--- src/rtl/cfb_ctrl.sv ---
// cfb_ctrl: AES-128 CFB mode sequencer.
// Launches one forward-cipher operation per block on the feedback register,
// XORs the keystream with each input block and feeds ciphertext back.
module cfb_ctrl #(
  parameter int LEN_W = 16
) (
  input  logic             clk,
  input  logic             rst,
  input  logic             start,
  input  logic             mode,
  input  logic [127:0]     key,
  input  logic [127:0]     iv,
  input  logic [LEN_W-1:0] len,
  input  logic             in_valid,
  output logic             in_ready,
  input  logic [127:0]     in_data,
  output logic             out_valid,
  input  logic             out_ready,
  output logic [127:0]     out_data,
  output logic             core_start,
  output logic [127:0]     core_din,
  output logic [127:0]     core_key,
  input  logic             core_done,
  input  logic [127:0]     core_dout,
  output logic             busy,
  output logic             done
);

  typedef enum logic [2:0] {
    IDLE      = 3'd0,
    LAUNCH    = 3'd1,
    WAIT_CORE = 3'd2,
    WAIT_IN   = 3'd3,
    OUT       = 3'd4
  } state_t;

  localparam logic [LEN_W:0] CNT_ONE  = {{LEN_W{1'b0}}, 1'b1};
  localparam logic [LEN_W:0] CNT_FULL = {1'b1, {LEN_W{1'b0}}};

  state_t         r_state;
  state_t         w_state_next;
  logic           r_done;
  logic           w_done_next;
  logic [127:0]   r_key;
  logic [127:0]   r_fb;
  logic [127:0]   r_ks;
  logic [127:0]   r_out;
  logic           r_mode;
  logic [LEN_W:0] r_rem;

  logic           w_load;
  logic           w_core_fire;
  logic           w_in_fire;
  logic           w_out_fire;
  logic           w_last;
  logic [127:0]   w_xor;

  // Handshake qualifiers: each event only counts in the state that owns it.
  assign w_load      = (r_state == IDLE)      && start;
  assign w_core_fire = (r_state == WAIT_CORE) && core_done;
  assign w_in_fire   = (r_state == WAIT_IN)   && in_valid;
  assign w_out_fire  = (r_state == OUT)       && out_ready;
  assign w_last      = (r_rem == CNT_ONE);
  assign w_xor       = in_data ^ r_ks;

  // Outputs are pure decodes of the state and datapath registers.
  assign in_ready   = (r_state == WAIT_IN);
  assign out_valid  = (r_state == OUT);
  assign out_data   = r_out;
  assign core_start = (r_state == LAUNCH);
  assign core_din   = r_fb;
  assign core_key   = r_key;
  assign busy       = (r_state != IDLE);
  assign done       = r_done;

  // State register and registered done pulse.
  always_ff @(posedge clk) begin
    if (rst) begin
      r_state <= IDLE;
      r_done  <= 1'b0;
    end else begin
      r_state <= w_state_next;
      r_done  <= w_done_next;
    end
  end

  // Next-state logic; done fires when the final block leaves OUT.
  always_comb begin
    w_state_next = r_state;
    w_done_next  = 1'b0;
    case (r_state)
      IDLE:      if (start) w_state_next = LAUNCH;
      LAUNCH:    w_state_next = WAIT_CORE;
      WAIT_CORE: if (core_done) w_state_next = WAIT_IN;
      WAIT_IN:   if (in_valid) w_state_next = OUT;
      OUT: begin
        if (out_ready) begin
          if (w_last) begin
            w_state_next = IDLE;
            w_done_next  = 1'b1;
          end else begin
            w_state_next = LAUNCH;
          end
        end
      end
      default:   w_state_next = IDLE;
    endcase
  end

  // Datapath: operands latched at start, keystream capture, feedback update,
  // and the block counter (len=0 means a full 2^LEN_W blocks).
  always_ff @(posedge clk) begin
    if (rst) begin
      r_key  <= '0;
      r_fb   <= '0;
      r_ks   <= '0;
      r_out  <= '0;
      r_mode <= 1'b0;
      r_rem  <= '0;
    end else begin
      if (w_load) begin
        r_key  <= key;
        r_fb   <= iv;
        r_mode <= mode;
        r_rem  <= (len == '0) ? CNT_FULL : {1'b0, len};
      end
      if (w_core_fire) begin
        r_ks <= core_dout;
      end
      if (w_in_fire) begin
        r_out <= w_xor;
        // Feedback is always the ciphertext: our output when encrypting,
        // the incoming block when decrypting.
        r_fb  <= r_mode ? in_data : w_xor;
      end
      if (w_out_fire) begin
        r_rem <= r_rem - CNT_ONE;
      end
    end
  end

endmodule

--- config.mk ---
export PLATFORM = sky130hd
export DESIGN_NAME = cfb_ctrl
export DESIGN_NICKNAME = d
export VERILOG_FILES = /design/src/rtl/cfb_ctrl.sv
export SDC_FILE = /design/constraint.sdc
export NUM_CORES = 1
export LEC_CHECK = 0
export ABC_AREA = 1
export ABC_CLOCK_PERIOD_IN_PS = 1700
export CAP_MARGIN = 10
export CORE_AREA = 8 8 351 353
export DETAILED_ROUTE_END_ITERATION = 12
export DIE_AREA = 0 0 359 361
export SYNTH_ARGS = -nofsm -noshare
export SYNTH_HDL_FRONTEND = slang
export SYNTH_SLANG_ARGS = --single-unit
--- constraint.sdc ---
create_clock -name clk -period 1.7 [get_ports clk]
set_clock_uncertainty 0.05 [all_clocks]
set_input_delay 0.34 -clock clk [delete_from_list [all_inputs] [get_ports clk]]
set_output_delay 0.34 -clock clk [all_outputs]
set_load 0.02 [all_outputs]
# Word level (Yosys, flattened, before mapping)
# Index checks and enable logic that the tools add are counted.
[word_totals] regBits=534 latch_bits=0 ramBits=0 mem_bits_ro=0 in_bits=535 output_inout_bits=389 elab_cells=45 n_memories=0
[op_classes] addsub=1 n_mul=0 n_div=0 magnitude_cmp=0 n_eq_ne=9 shift=0 mux=13 bitwise_logic=3 reduce_logical=11
[op_table] cell="$mux 128" n=3
[op_table] cell="$xor 128x128->128" n=1
[op_table] cell="$mux 17" n=3
[op_table] cell="$eq 17x1->1 const B" n=1
[op_table] cell="$sub 17x1->17 const B" n=1
[op_table] cell="$logic_not 16->1" n=1
[op_table] cell="$pmux 3 s5" n=1
[op_table] cell="$mux 3" n=4
[op_table] cell="$eq 3x2->1 const B" n=2
[op_table] cell="$ne 2x2->1 const B" n=3
[op_table] cell="$logic_and 1x1->1" n=4
[op_table] cell="$reduce_and 4->1" n=1
[op_table] cell="$reduce_bool 2->1" n=2
[op_table] cell="$eq 3x1->1 const B" n=1
[op_table] cell="$eq 3x3->1 const B" n=1
[op_table] cell="$logic_not 3->1" n=1
[op_table] cell="$reduce_bool 3->1" n=1
[op_table] cell="$reduce_or 3->1" n=1
[op_table] cell="$mux 1" n=2
[op_table] cell="$ne 2x1->1 const B" n=1
[op_table] cell="$not 1->1" n=2

# Depth between registers and ports, before layout
# Gate-level depths: netlist of the first run.
[logic_depth] depth_word=4 mapped_depth=10 mapped_depth_nobuf=9

# Worst setup path after synthesis of the first run
# No wires, ideal clock.
[synth_path] kind="reg-to-reg" from="register r_state[0]" to="register r_out[32] (netlist: out_data[32])" setup_time_ps=128 t_arrival_ps=1335 required_ps=1522 path_slack_ps=188 path_stages_with_launch=9 n_path_buf=3 synth_period_minus_slack_ps=1512 cell_sequence="dfxtp_1 nand3_2 inv_2 nand2_4 buf_12 buf_6 buf_2 a21oi_1 nor2_1"
[synth_via] elab_chain_cells=2
[synth_lines] element="start: declaration" line="40" text="state_t r_state;"
[synth_lines] element="start signal: assignment" line="82" text="r_state <= w_state_next;"
[synth_lines] element="$eq 3x2->1"
[synth_lines] element="net in_ready" line="15" text="output logic in_ready,"
[synth_lines] element="$logic_and 1x1->1" line="61" text="assign w_in_fire = (r_state == WAIT_IN) && in_valid;"
[synth_lines] element="end signal: assignment" line="131" text="r_out <= w_xor;"
[synth_lines] element="end: declaration" line="47" text="logic [127:0] r_out;"
# The timed path passes the listed nets, and every way through them passes these cells.
# A chain may end at the register's enable or synchronous reset.

# Worst setup path after layout of the first run
[layout_path] from="register r_state[2]" to="register r_fb[42] (netlist: core_din[42])"
[layout_via] elab_chain_cells=3 elab_cells_between_ends=6 cone_classes="1 x eq/ne; 1 x mux; 4 x reduce/logical"
[layout_lines] element="$eq 3x2->1 / $logic_not 3->1 (equally long branches)" line="61, 59"
[layout_lines] element="$logic_and 1x1->1 (on tied branches)" line="61, 59"
[layout_lines] element="$mux 128 / $reduce_bool 2->1 (equally long branches)"
[layout_lines] element="end signal: assignment" line="123" text="r_fb <= iv;"
[layout_lines] element="end signal: assignment" line="134" text="r_fb <= r_mode ? in_data : w_xor;"
[layout_lines] element="end: declaration" line="45" text="logic [127:0] r_fb;"
# Parallel ways exist; a longest one is shown, timed or not.

==> summary.md, run 1 <==
| Metric | Value |
|---|---|
| Status | `complete, but fails checks` |
| Failing checks | `negative setup slack` |
| Fillers | `11,900` |
| Slew Limit Fails | `0` |
| Synth area leaders | `dfxtp_1 (49%), a21oi_1 (15%), o21ai_0 (13%)` |
| Worst path required time | `2190 ps` |
| Largest net degree at the start of global routing | `82` |
| Post-synthesis compound-gate area fraction | `29.2%` |
| Launch point of the worst reg-to-reg path | `r_state[2]$_SDFFE_PP0P_` |
| Synth area leader | `dfxtp_1` |
| H-tree levels | `3` |
| # DRC | `0` |
| Worst Setup Slack, final | `-244 ps` |
| Ys flop type | `dfxtp_1` |
| Initial core utilization | `18.7%` |
| Multiplexer share of the synthesized area | `0%` |
| CTS Sinks | `534` |
| RR Endpoint | `core_din[42]$_SDFFE_PP0P_` |
| Rel. slew slack | `55.3%` |
| Final net count | `4,472` |
| Tcrit/Tclk final | `114%` |
| Worst R2R Path Depth | `12` |
| Clock slew at reported path FFs | `70 ps` |
| Initial antenna violation count | `19` |
| Mapped Cells | `2,821` |
| # setup viols final | `345` |
| Post-Synthesis Cell Area | `21,900 µm²` |
| DIE HEIGHT | `361 µm` |
| Hold EP | `out_data[5]$_SDFFE_PP0P_` |
| CP arrival | `2440 ps` |
| Worst hold margin | `148 ps` |
| Worst Tran Pin Value | `670 ps` |
| RSZ-0062 raised after global routing | `yes` |
| Antenna Nets Post-Route | `0` |
| Routed WL per cell | `23.0 µm` |
| Worst-Skew Late Latency | `630 ps` |
| CTS tree | `done` |
| Post-synth EDFFs | `0` |
| Chip width | `359 µm` |
| Syn_nets | `3,358` |
| Maxcap violations | `0` |
| Post-Synth Simple-Gate Area | `8.77%` |
| Min-Delay Path Depth | `5` |
| Post-Synth Adder-Cell Area | `0.114%` |
| CP Capture Type | `flop` |
| I/O Pins | `924` |
| RD Place Congestion | `0.879` |
| Crit path max fanout | `8` |
| Async SR Flop Fraction | `0%` |
| Via Count | `25,000` |
| Root buf cell | `clkbuf_16` |
| Num CTS Buffers | `67` |
| HP Class | `input pin to flop` |
| Core ar. | `117,000 µm²` |
| Post-synth top area share | `48.7%` |
| CTS max path bufs | `3` |
| Syn-to-layout area delta | `85.0%` |
| Fmax | `0.514 GHz` |
| Setup CP Type | `flop to flop` |
| Syn Area/Cell | `7.78 µm²` |
| Final hold viol count | `0` |
| Main combinational cell family by area after synthesis | `compound AO/OA/AOI/OAI gates` |
| Hold wc startpoint | `rst` |
| Row Count | `126` |
| Seq/Total Area, Yosys | `48.7%` |
| Maximum VDD drop | `0.786 mV` |
| Die area | `130,000 µm²` |
| DRT iter0 DRCs | `1,716` |
| Port bufs | `923` |
| Minimum clock period | `1940 ps` |
| Synth warn | `0` |
| Share of cells above drive strength 1 | `27.9%` |
| Detailed Place HPWL | `83.7 mm` |
| Overflow after GRT | `0` |
| First-pass GRT wire length | `164 mm` |
| Via density | `4.52` |
| Crit start category | `flop` |
| Routed wire length | `127 mm` |
| #FFs+latches synth | `534` |
| Drt first pass iters | `5` |
| Register-to-register setup slack | `-240 ps` |
| Pwr/cell area | `1080 nW/µm²` |
| Vias in the first global route | `24,000` |
| Synth Area in XOR/XNOR | `5.23%` |
| Count of cell types in the netlist | `33` |
| Leak | `15.0 nW` |
| Setup TNS Final | `-26,730 ps` |
| Tot GR Track Use | `16.6%` |
routing by layer:
layer | global-route usage, % | up-vias | routed length [µm]
met3 | 4.52 | 187 | 9580
met5 | 0 | - | 0
met4 | 5.85 | 0 | 3810
met1 | 19.8 | 11900 | 50600
li1 | - | 11900 | -
met2 | 28.7 | 1068 | 63100
sequential cells by signal, summed over array words and instances (netlist names):
register and count:
core_din 128, r_mode 1, done 1, r_ks 128
r_state 3, out_data 128, core_key 128, r_rem 17
stage by stage:
step           power (mW)  utilization [%]  cell area (µm²)  setup slack, ps  cells
5_1_grt              45.5             34.6            40600             -317   5532
3_3_place_gp         26.1             29.1            34200             -411   5265
4_1_cts              42.3             32.0            37600             -311   5427
3_5_place_dp         26.1             29.1            34200             -445   5265
6_report             43.7             34.6            40600             -244   5533
2_1_floorplan        19.8                -            21900              188   2821
layout make-up:
class,count,area (µm²),share of cell area (%)
Timing Repair Buffer,1271,14200,34.9
Sequential cell,534,10700,26.4
Multi-Input combinational cell,1899,10700,26.3
Tap cell,1536,1920,4.73
Clock buffer,91,1920,4.73
Inverter,160,666,1.64
Clock inverter,27,432,1.06
Timing Repair inverter,2,41.3,0.102
Antenna cell,13,32.5,0.0801
kinds of logic after synthesis:
kind of cell	count (synthesis)
AND/OR/NAND/NOR	486
XOR/XNOR	131
AO/OA/AOI/OAI	1277
flip-flops	534
adder cells (fa/ha/maj)	2
buffers and inverters	391
how the worst max path moves through the flow:
stage                            start                         to  slack (ps)  cells past startpoint
4_1_cts        r_state[0]$_SDFFE_PP0P_                       busy        -310                      5
6_report       r_state[2]$_SDFFE_PP0P_  core_din[42]$_SDFFE_PP0P_        -240                     12
5_1_grt        r_state[2]$_SDFFE_PP0P_  core_din[44]$_SDFFE_PP0P_        -320                     12
3_5_place_dp                     start  core_key[45]$_SDFFE_PP0P_        -450                      7
2_1_floorplan  r_state[0]$_SDFFE_PP0P_  out_data[32]$_SDFFE_PP0P_         190                      8
3_3_place_gp                     start  core_key[92]$_SDFFE_PP0P_        -410                      7
critical path, cell delays in order, from the launching register on:
cell and delay [ps]:
dfxtp_4 370, inv_4 60, nand3_4 70, inv_4 60, buf_6 110, nand2_8 90, buf_12 190, buf_16 140
buf_12 150, clkbuf_16 170, a21oi_1 120, o21ai_0 100, a21oi_1 150
cell usage in the layout, fill, tap and decap left out, drive strengths merged:
cell type      Yosys  routed
inv              160     165
nor2             123     123
bufinv             0       9
clkdlybuf4s50      0     533
clkinv             0      13
o22ai              1       1
or2                1       1
clkbuf           123     133
dfxtp            534     534
a31oi              3       3
clkinvlp           0       2
nor3               3       3
nand2            325     328
diode              0      13
o21ai            617     617
xnor2            129     129
o21bai             1       1
nand3b             1       1
a21oi            655     655
clkdlybuf4s18      0       1
nor3b              2       2
nand3             30      30
xor2               2       2
ha                 2       2
nand4              1       1
clkdlybuf4s15      0     281
buf              108     414
synth_stat cells (3+ instances only):
cell type and number:
buf_6 16, dfxtp_1 534, nor2_1 121, buf_4 15, a21oi_1 655, inv_1 155
o21ai_1 59, buf_1 7, nand3_1 27, nand2_1 323, inv_2 5, buf_2 68
clkbuf_1 122, nor3_1 3, o21ai_0 558, a31oi_1 3, xnor2_1 129
power by group:
part	internal, mW	switching [mW]	total [mW]	leakage [nW]
logic	6.01	7.36	13.4	9.53
registers	13.9	0.991	14.9	4.37
clock network	9.35	6.08	15.4	1.15
repair_timing:
item	4_1_cts	5_1_grt
hold buffers	0	0
cloned	18	55
gates resized for setup	1406	569
endpoints found under the setup margin	545	510
buffers inserted	26	46
pin swaps	18	93
(Power assumes the default switching activity.)
==> run 2: changes to the inputs <==
- PLACE_DENSITY: not set -> 0.42
- SETUP_SLACK_MARGIN: not set -> 0.3
==> run 2 against run 1 <==
  * The flow still finishes with violations (negative setup slack)
  * Largest cell class unchanged
  * Wire length rose by 5.5%
  * Combinational power grew 7%
  * Largest power group unchanged
  * Cell area grew 5.7%
  * Register-to-register slack improved by 140 ps
  * Sequential power rose by 3%
==> summary.md, run 2 (same netlist as run 1, synthesis figures left out) <==
| Metric | Value |
|---|---|
| Via Count | `24,700` |
| Crit path max fanout | `11` |
| Launch point of the worst reg-to-reg path | `r_state[2]$_SDFFE_PP0P_` |
| Rel. slew slack | `69.4%` |
| Status | `complete, but fails checks` |
| Worst-Skew Late Latency | `640 ps` |
| Critical-path top delay cell | `dfxtp_4` |
| # DRC | `0` |
| Failing checks | `negative setup slack` |
| Pwr/cell area | `1070 nW/µm²` |
| NetSw | `15.0 mW` |
| Core ar. | `117,000 µm²` |
| Hold EP | `core_din[120]$_SDFFE_PP0P_` |
| HP Class | `input pin to flop` |
| CP arrival | `2240 ps` |
| Crit-path leading delay family | `buffers and inverters` |
| Share of cells above drive strength 1 | `41.0%` |
| Slew Limit Fails | `0` |
| Overflow after GRT | `0` |
| Most used cell, CP | `buf_4` |
| Design area | `42,900 µm²` |
| I/O Pins | `924` |
| Min-Delay Path Depth | `5` |
| CTS Sinks | `534` |
| Maxcap violations | `0` |
| Critical path depth in cells | `8` |
| Switching Fraction | `32.6%` |
| Hold wc startpoint | `rst` |
| Commonest non-fill, non-tap cells in the layout | `clkdlybuf4s50_1 (533), a21oi_1 (503), buf_6 (443)` |
| Final net count | `4,548` |
| Detailed Place HPWL | `91.0 mm` |
| Logic pwr share | `31.4%` |
| First-pass GRT wire length | `175 mm` |
| Largest net degree at the start of global routing | `54` |
| Internal power | `30.9 mW` |
| Sequential share of power | `33.4%` |
| Worst Setup Slack, final | `-104 ps` |
| Initial antenna violation count | `25` |
| Vias in the first global route | `24,100` |
| CP Capture Type | `flop` |
| Sequential cell area | `11,200 µm²` |
| Maximum VDD drop | `0.672 mV` |
| Tot GR Track Use | `18.1%` |
| Chip width | `359 µm` |
| Commonest non-fill, non-tap cell in the layout | `clkdlybuf4s50_1` |
| Port bufs | `923` |
| Setup CP Type | `flop to flop` |
| Tcrit/Tclk final | `106%` |
| Register-to-register setup slack | `-100 ps` |
| Final hold viol count | `0` |
| Die area | `130,000 µm²` |
| DIE HEIGHT | `361 µm` |
| Syn-to-layout area delta | `95.5%` |
| Fmax | `0.554 GHz` |
| Minimum clock period | `1800 ps` |
| Placed cell areas | `34,600 µm²` |
| CP Cell Sequence | `nor2_4 > buf_4 > nand3_4 > buf_4 > clkbuf_16 > buf_4 > o21ai_0 > a21oi_1` |
| Num CTS Buffers | `72` |
| Placement Setup Slack | `-491 ps` |
| Clk pwr share | `35.2%` |
| Worst path buffer plus inverter count | `4` |
| DRT iter0 DRCs | `1,359` |
| CTS max path bufs | `3` |
| RD Place Congestion | `0.827` |
| Clock slew at reported path FFs | `60 ps` |
| Routed WL per cell | `23.9 µm` |
| Worst path required time | `2140 ps` |
| CTS tree | `done` |
| Area occupied by multi-input gates | `11,100 µm²` |
| Drt first pass iters | `5` |
| Row Count | `126` |
| Fillers | `12,200` |
| RSZ-0062 raised after global routing | `yes` |
| Routed wire length | `134 mm` |
| Crit start category | `flop` |
| Leak | `16.4 nW` |
| Worst R2R Path Depth | `8` |
| Root buf cell | `clkbuf_16` |
| Max incr delay on CP | `360 ps` |
| Initial core utilization | `18.7%` |
| Via density | `4.39` |
| H-tree levels | `3` |
| Antenna Nets Post-Route | `0` |
| Post-CTS Hold Fix Bufs | `0` |
| # setup viols final | `155` |
| Worst Tran Pin Value | `455 ps` |
| RR Endpoint | `core_din[14]$_SDFFE_PP0P_` |
run 2: cell types whose count changed in the layout (fill, tap and decap cells not counted), sizes merged, moves of 3 or more:
cell / before / now
inv: 165 / 160
clkdlybuf4s15: 281 / 0
clkinv: 13 / 20
clkbuf: 133 / 143
buf: 414 / 769
diode: 13 / 16
run 2: what timing repair did:
item / in CTS / in global routing
gates resized for setup: 2990 / 664
setup endpoints to repair: 908 / 922
gates cloned: 25 / 45
pin swaps: 9 / 63
setup buffers: 54 / 38
run 2: worst max-delay path by stage:
stage | from | end
floorplan | r_state[1]$_SDFFE_PP0P_ | out_data[32]$_SDFFE_PP0P_
global placement | in_valid | core_din[120]$_SDFFE_PP0P_
detailed placement | in_valid | core_din[120]$_SDFFE_PP0P_
CTS | r_state[0]$_SDFFE_PP0P_ | busy
global route | r_state[2]$_SDFFE_PP0P_ | r_rem[12]$_SDFFE_PP0P_
finish | r_state[2]$_SDFFE_PP0P_ | core_din[14]$_SDFFE_PP0P_
run 2: area by class of cell:
type                            count  area share (%)
Timing Repair Buffer             1342            35.8
Antenna cell                       16          0.0933
Clock buffer                      105            4.96
Sequential cell                   534            26.1
Tap cell                         1536            4.48
Inverter                          160            1.55
Timing Repair inverter              4           0.230
Multi-Input combinational cell   1897            25.9
Clock inverter                     25           0.837
run 2: worst register-to-register path, cell delays in order (launching register included):
cell and delay, ps:
dfxtp_4 360, nor2_4 120, buf_4 130, nand3_4 150, buf_4 220, clkbuf_16 210
buf_4 170, o21ai_0 180, a21oi_1 100
run 2: stage by stage:
| stage | hold slack (ps) | instances | power [mW] | TNS [ps] | util (%) |
|---|---|---|---|---|---|
| floorplan | 386 | 2821 | 19.9 | 0 | - |
| global placement | 395 | 5311 | 26.4 | -99580 | 29.5 |
| detailed placement | 397 | 5311 | 26.4 | -110990 | 29.5 |
| CTS | 71.4 | 5520 | 44.5 | -7370 | 33.8 |
| global route | 102 | 5613 | 48.0 | -24700 | 36.5 |
| finish | 126 | 5619 | 45.9 | -4250 | 36.5 |
run 2: power groups by stage:
stage	clock (mW)	combinational, mW	sequential (mW)
after CTS	16.7	12.6	15.2
after global placement	0	11.4	15.1
after floorplan	0	3.79	16.1
final	16.2	14.4	15.3
after global routing	17.2	15.3	15.5
after detailed placement	0	11.3	15.0
run 2: metal layers:
layer  track usage [%]  vias up  wire length, µm
li1                  -    12000                -
met1              21.1    11800            55100
met2              32.1      718            66900
met3              5.07      161             8210
met4              5.31       10             3750
met5                 0        -               67
